$ cat src/rtl/alu_seq_pkg.sv
// alu_seq_pkg
// Shared definitions for the ALU microsequencer: opcode encodings, the
// sequencer FSM state type, instruction field positions and small field
// extraction helpers.
//
// Instruction layout (16 bits):
//   [15:13] opcode   [12] L   [11:10] ALUop   [9:8] rd
//   [7:6]   ra       [5:4] rb [3:0]   imm     [AW-1:0] jump target
package alu_seq_pkg;

    localparam logic [2:0] OP_OUT  = 3'b000;
    localparam logic [2:0] OP_ALU  = 3'b001;
    localparam logic [2:0] OP_LDI  = 3'b010;
    localparam logic [2:0] OP_JMP  = 3'b011;
    localparam logic [2:0] OP_JZ   = 3'b100;
    localparam logic [2:0] OP_JC   = 3'b101;
    localparam logic [2:0] OP_JS   = 3'b110;
    localparam logic [2:0] OP_HALT = 3'b111;

    typedef enum logic [2:0] {
        S_IDLE,
        S_FETCH,
        S_DECODE,
        S_EXEC,
        S_HALTED
    } state_t;

    localparam int F_OP_LO    = 13;
    localparam int F_L        = 12;
    localparam int F_ALUOP_LO = 10;
    localparam int F_RD_LO    = 8;
    localparam int F_RA_LO    = 6;
    localparam int F_RB_LO    = 4;
    localparam int F_IMM_LO   = 0;

    function automatic logic [2:0] get_opcode(input logic [15:0] ir);
        return ir[F_OP_LO +: 3];
    endfunction

    function automatic logic [1:0] get_reg(input logic [15:0] ir, input int lo);
        return ir[lo +: 2];
    endfunction

endpackage

$ cat src/rtl/alu_seq_if.sv
// alu_seq_if
// Bus bundle between the sequencer, its program memory and the external ALU.
//   iaddr/idata            : synchronous program memory port
//   A/B/ALUop/L            : ALU operands and operation select
//   R/zero/carry/sign      : ALU result and flags (combinational)
// master = sequencer side, slave = memory/ALU side.
interface alu_seq_if #(
    parameter int AW = 8
);
    logic [AW-1:0] iaddr;
    logic [15:0]   idata;
    logic [3:0]    A;
    logic [3:0]    B;
    logic [1:0]    ALUop;
    logic          L;
    logic [3:0]    R;
    logic          zero;
    logic          carry;
    logic          sign;

    modport master (
        output iaddr, A, B, ALUop, L,
        input  idata, R, zero, carry, sign
    );

    modport slave (
        input  iaddr, A, B, ALUop, L,
        output idata, R, zero, carry, sign
    );
endinterface

$ cat src/rtl/alu_seq_rf4x4.sv
// rf4x4
// 4-entry x 4-bit register file with two combinational read ports and one
// synchronous write port. Asynchronous active-low reset clears all entries.
//   clk, rst_n        : clock, async active-low reset
//   ra_addr/ra_data   : read port A
//   rb_addr/rb_data   : read port B
//   we/wa/wd          : write enable, address, data
module rf4x4 (
    input  logic       clk,
    input  logic       rst_n,
    input  logic [1:0] ra_addr,
    output logic [3:0] ra_data,
    input  logic [1:0] rb_addr,
    output logic [3:0] rb_data,
    input  logic       we,
    input  logic [1:0] wa,
    input  logic [3:0] wd
);
    logic [3:0] word [4];

    // Reads are combinational, so a write addressed to a register being read
    // in the same cycle returns the old value; the new one lands at the edge.
    for (genvar gi = 0; gi < 4; gi++) begin : g_entry
        logic [3:0] q_reg;

        always_ff @(posedge clk or negedge rst_n) begin
            if (!rst_n) begin
                q_reg <= 4'h0;
            end else if (we && (wa == 2'(gi))) begin
                q_reg <= wd;
            end
        end

        assign word[gi] = q_reg;
    end

    assign ra_data = word[ra_addr];
    assign rb_data = word[rb_addr];

endmodule

$ cat src/rtl/alu_seq.sv
// alu_seq
// Microsequencer driving an external 4-bit ALU. Each instruction takes three
// cycles: FETCH (iaddr=PC), DECODE (idata returns, IR loaded at the edge) and
// EXEC (operands decoded from IR, results committed at the edge).
//   clk       : clock
//   reset     : asynchronous active-low reset
//   start     : launch from IDLE, or restart from PC 0 when HALTED
//   bus       : program memory + ALU bundle (master side)
//   out       : value written by OUT
//   out_valid : one-cycle pulse after OUT commits
//   halted    : high while HALTED
module alu_seq
    import alu_seq_pkg::*;
#(
    parameter int AW = 8
) (
    input  logic     clk,
    input  logic     reset,
    input  logic     start,
    alu_seq_if.master bus,
    output logic [3:0] out,
    output logic     out_valid,
    output logic     halted
);
    state_t        state_reg, state_next;
    logic [AW-1:0] pc_reg, pc_next;
    logic [15:0]   ir_reg;
    logic          z_reg, c_reg, s_reg;
    logic [3:0]    out_reg;
    logic          out_valid_reg;

    logic          ir_load;
    logic          rf_we;
    logic          flags_we;
    logic          out_load;
    logic [3:0]    rf_wd;
    logic [3:0]    ra_data, rb_data;
    logic          in_exec;

    logic [2:0]    opcode;
    logic [1:0]    rd, ra, rb;
    logic [AW-1:0] target;

    assign opcode  = get_opcode(ir_reg);
    assign rd      = get_reg(ir_reg, F_RD_LO);
    assign ra      = get_reg(ir_reg, F_RA_LO);
    assign rb      = get_reg(ir_reg, F_RB_LO);
    assign target  = ir_reg[AW-1:0];
    assign in_exec = (state_reg == S_EXEC);

    rf4x4 u_rf (
        .clk     (clk),
        .rst_n   (reset),
        .ra_addr (ra),
        .ra_data (ra_data),
        .rb_addr (rb),
        .rb_data (rb_data),
        .we      (rf_we),
        .wa      (rd),
        .wd      (rf_wd)
    );

    // ALU sees operands only during EXEC; elsewhere the lines idle at 0.
    assign bus.A     = in_exec ? ra_data : 4'h0;
    assign bus.B     = in_exec ? rb_data : 4'h0;
    assign bus.ALUop = in_exec ? ir_reg[F_ALUOP_LO +: 2] : 2'b00;
    assign bus.L     = in_exec ? ir_reg[F_L] : 1'b0;
    assign bus.iaddr = pc_reg;

    assign rf_wd     = (opcode == OP_ALU) ? bus.R : ir_reg[F_IMM_LO +: 4];

    assign out       = out_reg;
    assign out_valid = out_valid_reg;
    assign halted    = (state_reg == S_HALTED);

    always_comb begin
        state_next = state_reg;
        pc_next    = pc_reg;
        ir_load    = 1'b0;
        rf_we      = 1'b0;
        flags_we   = 1'b0;
        out_load   = 1'b0;
        unique case (state_reg)
            S_IDLE: begin
                if (start) state_next = S_FETCH;
            end
            S_FETCH: begin
                state_next = S_DECODE;
            end
            S_DECODE: begin
                ir_load    = 1'b1;
                state_next = S_EXEC;
            end
            S_EXEC: begin
                state_next = S_FETCH;
                pc_next    = pc_reg + 1'b1;
                unique case (opcode)
                    OP_OUT:  out_load = 1'b1;
                    OP_ALU:  begin
                        rf_we    = 1'b1;
                        flags_we = 1'b1;
                    end
                    OP_LDI:  rf_we = 1'b1;
                    OP_JMP:  pc_next = target;
                    OP_JZ:   if (z_reg) pc_next = target;
                    OP_JC:   if (c_reg) pc_next = target;
                    OP_JS:   if (s_reg) pc_next = target;
                    OP_HALT: begin
                        pc_next    = pc_reg;
                        state_next = S_HALTED;
                    end
                    default: ;
                endcase
            end
            S_HALTED: begin
                if (start) begin
                    pc_next    = '0;
                    state_next = S_FETCH;
                end
            end
            default: state_next = S_IDLE;
        endcase
    end

    always_ff @(posedge clk or negedge reset) begin
        if (!reset) begin
            state_reg     <= S_IDLE;
            pc_reg        <= '0;
            ir_reg        <= 16'h0000;
            z_reg         <= 1'b0;
            c_reg         <= 1'b0;
            s_reg         <= 1'b0;
            out_reg       <= 4'h0;
            out_valid_reg <= 1'b0;
        end else begin
            state_reg     <= state_next;
            pc_reg        <= pc_next;
            out_valid_reg <= out_load;
            if (ir_load) ir_reg <= bus.idata;
            if (flags_we) begin
                z_reg <= bus.zero;
                c_reg <= bus.carry;
                s_reg <= bus.sign;
            end
            if (out_load) out_reg <= rb_data;
        end
    end

endmodule

$ cat src/flat_wrapper.sv
// flat-port wrapper written by rule: the top's interface ports become plain ports
module alu_seq_flat import alu_seq_pkg::*;
#(
    parameter int AW = 8
)
  (clk, reset, start, out, out_valid, halted, bus_iaddr, bus_A, bus_B, bus_ALUop, bus_L, bus_idata, bus_R, bus_zero, bus_carry, bus_sign);
  alu_seq_if #(.AW(AW)) bus_i ();
  input  logic clk;
  input  logic reset;
  input  logic start;
  output logic [3:0] out;
  output logic out_valid;
  output logic halted;
  output wire logic [$bits(bus_i.iaddr)-1:0] bus_iaddr;
  output wire logic [$bits(bus_i.A)-1:0] bus_A;
  output wire logic [$bits(bus_i.B)-1:0] bus_B;
  output wire logic [$bits(bus_i.ALUop)-1:0] bus_ALUop;
  output wire logic [$bits(bus_i.L)-1:0] bus_L;
  input wire logic [$bits(bus_i.idata)-1:0] bus_idata;
  input wire logic [$bits(bus_i.R)-1:0] bus_R;
  input wire logic [$bits(bus_i.zero)-1:0] bus_zero;
  input wire logic [$bits(bus_i.carry)-1:0] bus_carry;
  input wire logic [$bits(bus_i.sign)-1:0] bus_sign;
  assign bus_iaddr = bus_i.iaddr;
  assign bus_A = bus_i.A;
  assign bus_B = bus_i.B;
  assign bus_ALUop = bus_i.ALUop;
  assign bus_L = bus_i.L;
  assign bus_i.idata = bus_idata;
  assign bus_i.R = bus_R;
  assign bus_i.zero = bus_zero;
  assign bus_i.carry = bus_carry;
  assign bus_i.sign = bus_sign;
  alu_seq #(.AW(AW)) u_core (.clk(clk), .reset(reset), .start(start), .bus(bus_i), .out(out), .out_valid(out_valid), .halted(halted));
endmodule
$ cat config.mk
export PLATFORM = sky130hd
export DESIGN_NAME = alu_seq_flat
export DESIGN_NICKNAME = d
export VERILOG_FILES = /design/src/rtl/alu_seq_pkg.sv /design/src/rtl/alu_seq_if.sv /design/src/rtl/alu_seq_rf4x4.sv /design/src/rtl/alu_seq.sv /design/src/flat_wrapper.sv
export SDC_FILE = /design/constraint.sdc
export NUM_CORES = 1
export LEC_CHECK = 0
export CORE_ASPECT_RATIO = 1.75
export CORE_MARGIN = 3
export CORE_UTILIZATION = 45
export DETAILED_ROUTE_END_ITERATION = 7
export PLACE_DENSITY = 0.71
export REMOVE_ABC_BUFFERS = 1
export SYNTH_ARGS = -nofsm -noshare
export SYNTH_HDL_FRONTEND = slang
export SYNTH_HIERARCHICAL = 1
export SYNTH_SLANG_ARGS = --single-unit
$ cat constraint.sdc
create_clock -name clk -period 4.4 [get_ports clk]
set_input_delay 1.1 -clock clk [delete_from_list [all_inputs] [get_ports clk]]
set_output_delay 1.1 -clock clk [all_outputs]
set_load 0.05 [all_outputs]
# [Word level (Yosys, flattened, before mapping)]
# Index checks and enable logic that the tools add are counted.
[totals] out_inout_bits=25 ff_bits=51
[op_classes] addsub=1 n_reduce_logical=11 eq_ne=17 order_cmp=2 n_bitwise=2 n_mux=27
[op_table] operator="one-hot mux 8 bit (5 select lines)" n=1
[op_table] operator="two-way mux 8 bit" n=4
[op_table] operator="two-way mux 4 bit" n=7
[op_table] operator="binary-select mux 4 bit (select 2 bit)" n=2
[op_table] operator="one-hot mux 8 bit (2 select lines)" n=1
[op_table] operator="== test 3 bit (second input constant)" n=5
[op_table] operator="== test 3 x 2 -> 1 bit (second input constant)" n=4
[op_table] operator="one-hot mux 3 bit (4 select lines)" n=1
[op_table] operator="adder 8 x 1 -> 8 bit (second input constant)" n=1
[op_table] operator="two-way mux 1 bit" n=8
[op_table] operator="== test 3 x 1 -> 1 bit (second input constant)" n=2
[op_table] operator="greater-or-equal comparator 3 bit (second input constant)" n=2
[op_table] operator="logical NOT 3 bit" n=2
[op_table] operator="two-way mux 3 bit" n=2
[op_table] operator="NOT 2 -> 3 bit" n=2
[op_table] operator="== test 2 bit (second input constant)" n=2
[op_table] operator="logical AND 1 bit" n=4
[op_table] operator="inequality test 2 bit (second input constant)" n=2
[op_table] operator="OR reduction 2 bit" n=2
[op_table] operator="AND reduction 3 bit" n=1
[op_table] operator="== test 2 x 1 -> 1 bit (second input constant)" n=1
[op_table] operator="logical NOT 2 bit" n=1
[op_table] operator="two-way mux 2 bit" n=1
[op_table] operator="inequality test 2 x 1 -> 1 bit (second input constant)" n=1
[op_table] operator="nonzero test 2 bit" n=1

# [Longest topological paths before layout]
[logic_depth] ltp_word=5 mapped_depth=7 ltp_nobuf=5

# [Cells and area by module]
# The synthesis kept the hierarchy.
[by_module_without_submodules] module="alu_seq" cells_each=153 area_per_inst_um2=1780.5 seq_area_each_um2=875.8 n_inst=1
[by_module_without_submodules] module="rf4x4" cells_each=44 area_per_inst_um2=807.0 seq_area_each_um2=400.4 n_inst=1

# [Least setup slack after synthesis]
# No wires, ideal clock.
[synth_timing] path_type="flip-flop to output port" from="reg u_core.state_reg[1]" to="out halted" t_required_ps=3300 path_slack_ps=1629 path_stages_with_launch=2 path_buffers=0 arrival_ps=1671 cell_sequence="dfrtp_1 -> nor3_1"
[synth_between] elab_chain_len=1
[synth_lines] element="from (decl)" line="alu_seq.sv:25" source="state_t state_reg, state_next;"
[synth_lines] element="from (signal assigned)" line="alu_seq.sv:136" source="state_reg <= state_next;"
[synth_lines] element="== test 3 bit" line="alu_seq.sv:74" source="assign halted = (state_reg == S_HALTED);"
[synth_lines] element="to (decl)" line="flat_wrapper.sv:13" source="output logic halted;"
# No other way between the ends.

# [Worst setup path in the final report]
[layout_timing] from="reg u_core.ir_reg[4]" to="out bus_B[1]"
[layout_between] elab_chain_len=5
[layout_lines] element="from (decl)" line="alu_seq.sv:27" source="logic [15:0] ir_reg;"
[layout_lines] element="from (signal assigned)" line="alu_seq.sv:139" source="if (ir_load) ir_reg <= bus.idata;"
[layout_lines] element="NOT 2 -> 3 bit (implied by the code)" line="alu_seq_rf4x4.sv:38" source="assign rb_data = word[rb_addr];"
[layout_lines] element="binary-select mux 4 bit (select 2 bit)" line="alu_seq_rf4x4.sv:38"
[layout_lines] element="two-way mux 4 bit (implied by the code) (2 in series)" line="alu_seq_rf4x4.sv:38"
[layout_lines] element="named net u_core.rb_data[1]" line="alu_seq.sv:37" source="logic [3:0] ra_data, rb_data;"
[layout_lines] element="two-way mux 4 bit" line="alu_seq.sv:65" source="assign bus.B = in_exec ? rb_data : 4'h0;"
[layout_lines] element="to (decl)" line="flat_wrapper.sv:16" source="output wire logic [$bits(bus_i.B)-1:0] bus_B;"
# The timed path passes the listed nets, and every way through them passes these cells. The select of a mux whose other input is x is not followed.

==> metrics.yaml <==
yosys:
  yosys.area.top_type_share: 0.493
  synth-seq-area-share: 0.493
  ys_top_cells_by_area: "dfrtp_1 49%, mux2_2 17%, mux4_2 5.2%"
  netlist_instances: 197
  yosys_warnings: 6
  ys_seq_elements: 51
  synth_top_area_cell: "dfrtp_1"
  yosys.cell_types.count: 39
  syn_area_per_cell_sq_um: 13.1
  synthesis.area_sq_um: 2590
worst_setup_path:
  crit_type: "reg2out"
  slowest_stage: "clkdlybuf4s50_1"
  slowest_delay_ns: 0.69
  r2r_cells: 5
  worst-path-max-fanout: 6
  crit_path_end_kind: "primary output"
  crit_path_start_kind: "flop"
  worstPathArrival_ns: 2.30
  cp_cell_sequence: "mux4_1 > and2_1 > clkdlybuf4s50_1"
  crit_required_ns: 3.30
  critical_path.startpoint: "u_core/ir_reg[4]"
  r2r-start: "u_core/state_reg[2]"
floorplan:
  die_y_um: 106
  die_x_um: 63.3
  core_sq_um: 5430
  rows: 35
  die-area_sq_um: 6730
  start_util: 0.476
  io_pins: 51
detailed_routing:
  dr.pass1.iters: 4
  wire_per_inst_um: 18.3
  vias: 1811
  drt_iter0_markers: 103
  wirelength_um: 5930
  via_per_inst: 5.59
  route.detailed.drc: 0
  postRouteAntennaNets: 0
grt:
  grt-ovfl-total: 0
  grt_pass1_vias: 1922
  track_usage: 0.185
  grt_pass1_wl_um: 9690
  grt_max_degree: 39
  antenna_found_initial: 0
timing:
  grt_setup_unrepaired: "false"
  slew_violations: 0
  tightest_slew_ns: 0.537
  period_share: 0.772
  final.min_clock_period_ns: 3.40
  setup_viol: 0
  slew_headroom: 0.641
  hold_viol_final: 0
  fmax_ghz: 0.294
  clock_skew_ns: 0.00725
  final.setup.tns_ns: 0
layout:
  area_growth_syn_to_layout_pct: 25.4
  drive_gt1_frac: 0.264
  fin_nets: 277
  n_fill_cell: 476
  layout_common_cells: "51 x dfrtp_1, 49 x clkdlybuf4s50_1, 39 x mux2_2"
  diodes: 0
  layout_commonest_cell: "dfrtp_1"
  final_cells: 324
placement:
  gp_congestion: 0.799
  dp_hpwl_um: 4500
  numPlacedInstances: 317
  place.port_buffers: 50
power:
  pwr-share-comb: 0.536
  sw_frac_of_total: 0.439
  seq_power_share: 0.360
  peakVddDrop_mv: 0.460
  cellLeakagePower_nw: 1.38
  p_per_area_nw_per_um2: 801
  netSwitchingPower_mw: 1.14
  p_int_mw: 1.46
  clockPowerShare: 0.104
clock_network:
  cts_buffers: 5
  clk_latency_ns: 0.30
  cts_hold_buf: 0
  post_cts_resize_count: 0
  cts_htree_levels: 2
  cts.sinks: 51
  root_buffer: "clkbuf_8"
  ctsLongestPathBuffers: 2
  path_clk_slew_ns: 0.09
  cts_setup_buffers: 0
  cts_tree: "done"
flow_run:
  max-cap-violations: 0
worst_hold_path:
  whs_path_depth: 1
  hold_class: "reg2reg"
  hp-start: "u_core/state_reg[2]"
run_status:
  status: "finished clean"
==> cells in the mapped netlist (all sizes together) <==
library cell and n:
a21oi 3, or3 1, mux2i 6, mux2 43, o21bai 1, a31o 1
o2bb2ai 1, nand4b 1, nand2 13, o22ai 1, nand3b 3, and3 3
buf 4, inv 4, o211ai 2, nor3b 3, mux4 8, or4 1
nand2b 1, nor2 11, o221ai 4, dfrtp 51, nor3 3, a221o 2
ha 1, and3b 1, nand4 1, and2 12, nand3 7, clkbuf 2
xnor2 2
==> routing by layer <==
layer,up-vias,track usage,part of all wire
met3,10,0.0264,0.033
met5,-,0,0
met1,924,0.220,0.39
met4,0,0.0726,0.024
met2,49,0.332,0.55
li1,828,-,-
==> critical path: cells and delay by family, from the launching register on <==
kind | cells | cell delay, ns
flip-flops | 1 | 0.51
buffers and inverters | 1 | 0.69
AND/OR/NAND/NOR | 1 | 0.16
multiplexers | 1 | 0.63
==> worst paths after layout <==
path	to	slack [ns]
worst min-delay path	u_core/state_reg[1]	0.45
worst max-delay path	bus_B[1]	1.00
min in group asynchronous	u_core/ir_reg[10]	0.68
worst min register to register	u_core/state_reg[1]	0.45
worst max register to register	u_core/u_rf/g_entry[0].q_reg[0]	2.47
max in group asynchronous	u_core/out_valid	2.92
==> stage by stage <==
step	hold slack, ns	instance area, sq um	total power, mW	worst slack (ns)	utilization
CTS	0.451	3240	2.62	0.985	0.597
detailed placement	0.438	3160	2.34	1.33	0.581
global placement	0.429	3160	2.31	1.35	0.581
floorplan	0.415	2550	1.90	1.63	-
global route	0.470	3240	2.76	0.882	0.597
finish	0.449	3240	2.60	1.00	0.597
==> cell families (layout without fill, tap and decap cells) <==
logic type      Yosys count  in the layout  share of synthesized area
compound gates           15             15                     0.0532
xor+xnor                  2              2                    0.00677
fa+ha+maj                 1              1                    0.00483
buf+inv                  10             63                     0.0189
flops                    51             51                      0.493
mux                      57             57                      0.283
simple gates             61             61                      0.140
==> power by group through the flow <==
stage / registers (mW) / clock network [mW] / logic [mW]
after floorplan: 1.04 / 0 / 0.857
after global placement: 0.935 / 0 / 1.38
after detailed placement: 0.946 / 0 / 1.40
after CTS: 0.936 / 0.279 / 1.40
after global routing: 0.974 / 0.297 / 1.48
final: 0.936 / 0.269 / 1.39
==> layout make-up <==
type	count	area (sq um)	area share
sequential	51	1280	0.393
timing repair buffer	52	510	0.157
clock buffer	6	82.6	0.0255
inverter	4	15.0	0.00463
clock inverter	1	5.00	0.00154
multi-input combinational	136	1260	0.389
tap	74	92.6	0.0285
Power figures use the tool's default switching activity.
